### config.mk
export PLATFORM = sky130hd
export DESIGN_NAME = uart_rx_fifo
export DESIGN_NICKNAME = d
export VERILOG_FILES = /design/src/rtl/uart_rx_fifo.sv
export SDC_FILE = /design/constraint.sdc
export NUM_CORES = 1
export LEC_CHECK = 0
export CAP_MARGIN = 20
export CORE_MARGIN = 4
export CORE_UTILIZATION = 59
export DETAILED_ROUTE_END_ITERATION = 7
export GPL_TIMING_DRIVEN = 0
export PLACE_DENSITY = 0.78
export SLEW_MARGIN = 20
export SYNTH_ARGS = -nofsm -noshare
export SYNTH_HDL_FRONTEND = slang
export SYNTH_SLANG_ARGS = --single-unit
### constraint.sdc
create_clock -name i_clk -period 3 [get_ports i_clk]
set_input_delay 0.6 -clock i_clk [delete_from_list [all_inputs] [get_ports i_clk]]
set_output_delay 0.6 -clock i_clk [all_outputs]
set_load 0.01 [all_outputs]
### src/rtl/uart_rx_fifo.sv
// uart_rx_fifo: receive-side byte buffer between the UART receiver and the CPU register block.
// Each completed byte is captured on the rising edge of i_rx_done into a first-word-fall-through
// FIFO. The register block drains it with single-cycle pop strobes. A byte arriving while the
// FIFO is full, with no pop in the same cycle, is dropped and the sticky overrun flag is set.
//
// Optional feature: define UART_RX_FIFO_IRQ_EN to build the registered fill/overrun interrupt
// (irq = (count >= THRESH) | overrun). Without it, o_irq is tied low and THRESH is unused.
//
// Ports:
//   i_clk           system clock; all state changes on the rising edge
//   i_rst_n         asynchronous active-low reset
//   i_rx_done       receiver byte-complete tick (level or pulse; edge-detected here)
//   i_rx_data[7:0]  received byte, valid while i_rx_done is high
//   i_rd_en         pop strobe, one entry per high cycle
//   i_clr_overrun   clears the sticky overrun flag
//   o_rd_data[7:0]  head entry, 8'h00 when empty
//   o_empty         no entries stored
//   o_full          count == DEPTH
//   o_count         current occupancy
//   o_overrun       sticky: a byte was dropped
//   o_irq           fill/overrun interrupt (0 when the feature is compiled out)
module uart_rx_fifo #(
    parameter int unsigned DEPTH  = 16,
    parameter int unsigned THRESH = 8
) (
    input  logic                     i_clk,
    input  logic                     i_rst_n,
    input  logic                     i_rx_done,
    input  logic [7:0]               i_rx_data,
    input  logic                     i_rd_en,
    input  logic                     i_clr_overrun,
    output logic [7:0]               o_rd_data,
    output logic                     o_empty,
    output logic                     o_full,
    output logic [$clog2(DEPTH):0]   o_count,
    output logic                     o_overrun,
    output logic                     o_irq
);

    localparam int unsigned AW = $clog2(DEPTH);
    localparam int unsigned CW = AW + 1;

    logic [7:0]    r_mem [DEPTH];
    logic [AW-1:0] r_wp;
    logic [AW-1:0] r_rp;
    logic [CW-1:0] r_cnt;
    logic          r_rx_done_q;
    logic          r_overrun;

    logic          w_empty;
    logic          w_full;
    logic          w_push;
    logic          w_pop;
    logic          w_wr;
    logic          w_drop;
    logic [CW-1:0] w_cnt_d;

    assign w_empty = (r_cnt == '0);
    assign w_full  = (r_cnt == CW'(DEPTH));

    // A held-high done produces a single push.
    assign w_push  = i_rx_done & ~r_rx_done_q;
    assign w_pop   = i_rd_en & ~w_empty;
    // A simultaneous pop frees the slot, so a push into a full FIFO still lands.
    assign w_wr    = w_push & (~w_full | w_pop);
    assign w_drop  = w_push & w_full & ~w_pop;

    always_comb begin
        w_cnt_d = r_cnt;
        unique case ({w_wr, w_pop})
            2'b10:   w_cnt_d = r_cnt + CW'(1);
            2'b01:   w_cnt_d = r_cnt - CW'(1);
            default: w_cnt_d = r_cnt;
        endcase
    end

    always_ff @(posedge i_clk or negedge i_rst_n) begin
        if (!i_rst_n) begin
            r_wp        <= '0;
            r_rp        <= '0;
            r_cnt       <= '0;
            r_rx_done_q <= 1'b0;
            r_overrun   <= 1'b0;
        end else begin
            r_rx_done_q <= i_rx_done;
            r_cnt       <= w_cnt_d;
            if (w_wr) begin
                r_wp <= r_wp + AW'(1);
            end
            if (w_pop) begin
                r_rp <= r_rp + AW'(1);
            end
            // Set has priority over clear so a drop is never lost.
            if (w_drop) begin
                r_overrun <= 1'b1;
            end else if (i_clr_overrun) begin
                r_overrun <= 1'b0;
            end
        end
    end

    // Storage is deliberately not reset.
    always_ff @(posedge i_clk) begin
        if (w_wr) begin
            r_mem[r_wp] <= i_rx_data;
        end
    end

    assign o_rd_data = w_empty ? 8'h00 : r_mem[r_rp];
    assign o_empty   = w_empty;
    assign o_full    = w_full;
    assign o_count   = r_cnt;
    assign o_overrun = r_overrun;

`ifdef UART_RX_FIFO_IRQ_EN
    logic r_irq;

    // Built from registered state, so it trails the cnt/overrun change by one cycle.
    always_ff @(posedge i_clk or negedge i_rst_n) begin
        if (!i_rst_n) begin
            r_irq <= 1'b0;
        end else begin
            r_irq <= (r_cnt >= CW'(THRESH)) | r_overrun;
        end
    end

    assign o_irq = r_irq;
`else
    assign o_irq = 1'b0;
`endif

endmodule

==> reports/qor.txt <==
Critical path launch point type -> flop
Pre-Repair DR Iteration Count -> 5
First-pass GRT wire length -> 19.15 mm
Clock Tree Root -> clkbuf_8
Final worst slack -> -0.02160 ns
Actual transition at the worst max-transition pin -> 0.8143 ns
Routed Wire Length -> 12.59 mm
DP HPWL -> 7.464 mm
Port bufs -> 28
Layout cells sized above 1 -> 0.2966
CTS tree -> done
Setup_tns -> -0.03499 ns
FP Rows -> 36
Area delta synth->final -> 18.77%
Clk_lat worst skew -> 0.52 ns
Outcome -> finished, violations left
Via count -> 3173
Syn nets -> 332
Period utilization -> 1.007
Critical setup path kind -> flop to output pin
Worst Path Buf+Inv -> 3
Post-route cell area -> 7069 um2
Crit-path cells -> buf_6, buf_8, mux4_2, mux2_4, o21ai_4, a21oi_2, buf_2
Initial Utilization -> 0.6061
CTS H-tree depth -> 4
Top Family by Delay on Critical Path -> multiplexers
Leak Pwr -> 2.467 nW
Hold Buf Count CTS -> 0
TritonCTS Sinks -> 143
Post-synth top flop -> edfxtp_1
I/O Pins -> 30
DRC -> 0
PD cells -> 980.5 nW/um2
Die footprint -> 11760 um2
Final std cells w/o fill -> 514
RSZ-0062 raised after global routing -> yes
FF+latch count, synth -> 143
Initial DRC count -> 315
Worst Path Required -> 2.40 ns
Total power -> 6.932 mW
Critical Path End Type -> output pin
FF-to-FF setup slack -> 0.42 ns
Clock-pin slew on the worst setup and hold paths -> 0.06 ns
Clock Path Buffers -> 2
Grt ovf -> 0
Die X -> 108.4 um
Number of synthesized flops with an enable pin -> 128
CP arrival -> 2.42 ns
Vias in the first global route -> 3255
Failing checks -> negative setup slack
Routed Antenna Nets -> 0
Mean post-synth cell area -> 19.02 um2
Hold slack -> 0.4975 ns
Hold Path Class -> flop to flop
Placed cell area -> 6399 um2
Most frequent cells in the layout -> edfxtp_1, mux4_2, clkdlybuf4s50_1
Final Skew -> 0.005752 ns
Initial antenna violation count -> 0
Minimum clock period after layout -> 3.022 ns
Final nets -> 387
Die H -> 108.4 um
Yosys cell types -> 40
Tot GR Track Use -> 0.2357
Slowest CP cell -> mux4_2
Final Setup Violations -> 2
Count of pins over their slew limit -> 0
DR WL/cell -> 24.48 um
Async S/R FF share, synth -> 0.1049
Inserted Diodes -> 0
CTS Buf Count -> 17
CP peak stage delay -> 0.51 ns
Mapped Cells -> 313
Slew margin rel. -> 0.4551
Synthesized area -> 5952 um2
Sequential area share after synthesis -> 0.7089
Max_cap viols -> 0
Crit-path max FO -> 10
FMAX -> 0.3310 GHz
Maximum VDD drop -> 0.0004266 V
Final hold vios -> 0
RePlAce Congestion -> 0.7720
Commonest non-fill, non-tap cell in the layout -> edfxtp_1
Largest net degree at the start of global routing -> 17
Via-to-Cell Ratio -> 6.173
Inst Count DP -> 474
DP Worst Slack -> -0.1299 ns
Core Box Area -> 9819 um2
Core Util, Final -> 0.7199
Syn. warnings -> 0
what timing repair did:
action / in CTS / in global routing
setup endpoints to repair: 9 / 9
resized for setup: 66 / 14
setup buffers: 7 / 1
pin swaps: 2 / 3
cloned: 1 / 0
power breakdown:
part | switching (mW) | internal (mW) | leakage, nW
clock | 0.753 | 1.24 | 0.271
sequential | 0.133 | 2.35 | 1.33
combinational | 1.23 | 1.22 | 0.862
cells by family (layout without fill, tap and decap cells):
kind of cell               Yosys count  count (layout)  share of synthesized area
muxes                               51              51                     0.1612
DFF                                143             143                     0.7089
AOI/OAI and AO/OA                   27              27                    0.02964
adders and majority gates            6               6                    0.01261
other                                1               1                  0.0006300
xor gates and xnor gates             9               9                    0.01324
and+or+nand+nor                     49              49                    0.04898
buffers and inverters               27              95                    0.02480
worst reg2reg max path, cell delays in order (launching register included):
cell,delay (ns)
dfrtp_1,0.38
buf_2,0.19
or4_4,0.57
o21ai_4,0.26
nor2_1,0.08
xor2_1,0.16
ha_1,0.22
nor2_1,0.14
and4_1,0.24
o21ai_0,0.07
nor3b_1,0.15
worst paths after layout:
check / start / endpoint / cells after the start
setup / recovery: r_rp[1] / o_rd_data[6] / 7
hold / removal: o_overrun / o_overrun / 1
setup reg to reg: o_count[1] / o_count[4] / 10
hold reg to reg: o_overrun / o_overrun / 1
max in group asynchronous: i_rst_n / r_wp[0] / 1
min in group asynchronous: i_rst_n / r_rp[0] / 1
synthesized netlist by cell type (2+ instances only):
master | instances | area [um2]
and2_1 | 13 | 81.33
dfrtp_1 | 15 | 375.4
o21ai_0 | 6 | 30.03
mux4_1 | 10 | 262.8
buf_4 | 3 | 22.52
nand2b_1 | 2 | 12.51
xor2_1 | 2 | 17.52
inv_1 | 9 | 33.78
and3_1 | 2 | 12.51
a32oi_1 | 2 | 17.52
edfxtp_1 | 128 | 3844
xnor2_1 | 7 | 61.31
nor3_1 | 4 | 20.02
buf_2 | 9 | 45.04
nand2_1 | 4 | 15.01
ha_1 | 6 | 75.07
clkbuf_1 | 4 | 15.01
o21ai_1 | 4 | 20.02
a21oi_1 | 9 | 45.04
nand3_1 | 6 | 30.03
mux4_2 | 22 | 495.5
nor2_1 | 9 | 33.78
mux2_2 | 9 | 101.4
nor3b_1 | 2 | 15.01
mux2i_1 | 10 | 100.1
and3b_1 | 2 | 17.52
layer usage:
metal,vias to the layer above,track usage,wire length [um]
met5,-,0,0
met4,0,0.1037,313
met3,29,0.07343,988
met2,148,0.3733,6357
met1,1635,0.3030,4925
li1,1361,-,-
flip-flops by register name, indices dropped and copies added, names as in the netlist:
name	cells
o_overrun	1
r_wp	4
r_mem	128
r_rp	4
r_rx_done_q	1
o_count	5
area by class of cell:
cell class	instances	area (um2)
buffer	18	150.1
clock buffer	17	414.1
timing repair buffer	36	315.3
clock inverter	15	151.4
inverter	9	33.78
fill	591	2750
sequential	143	4219
multi-input combinational	143	1619
tap	133	166.4
Note: power is estimated with default switching activity, not from simulation.
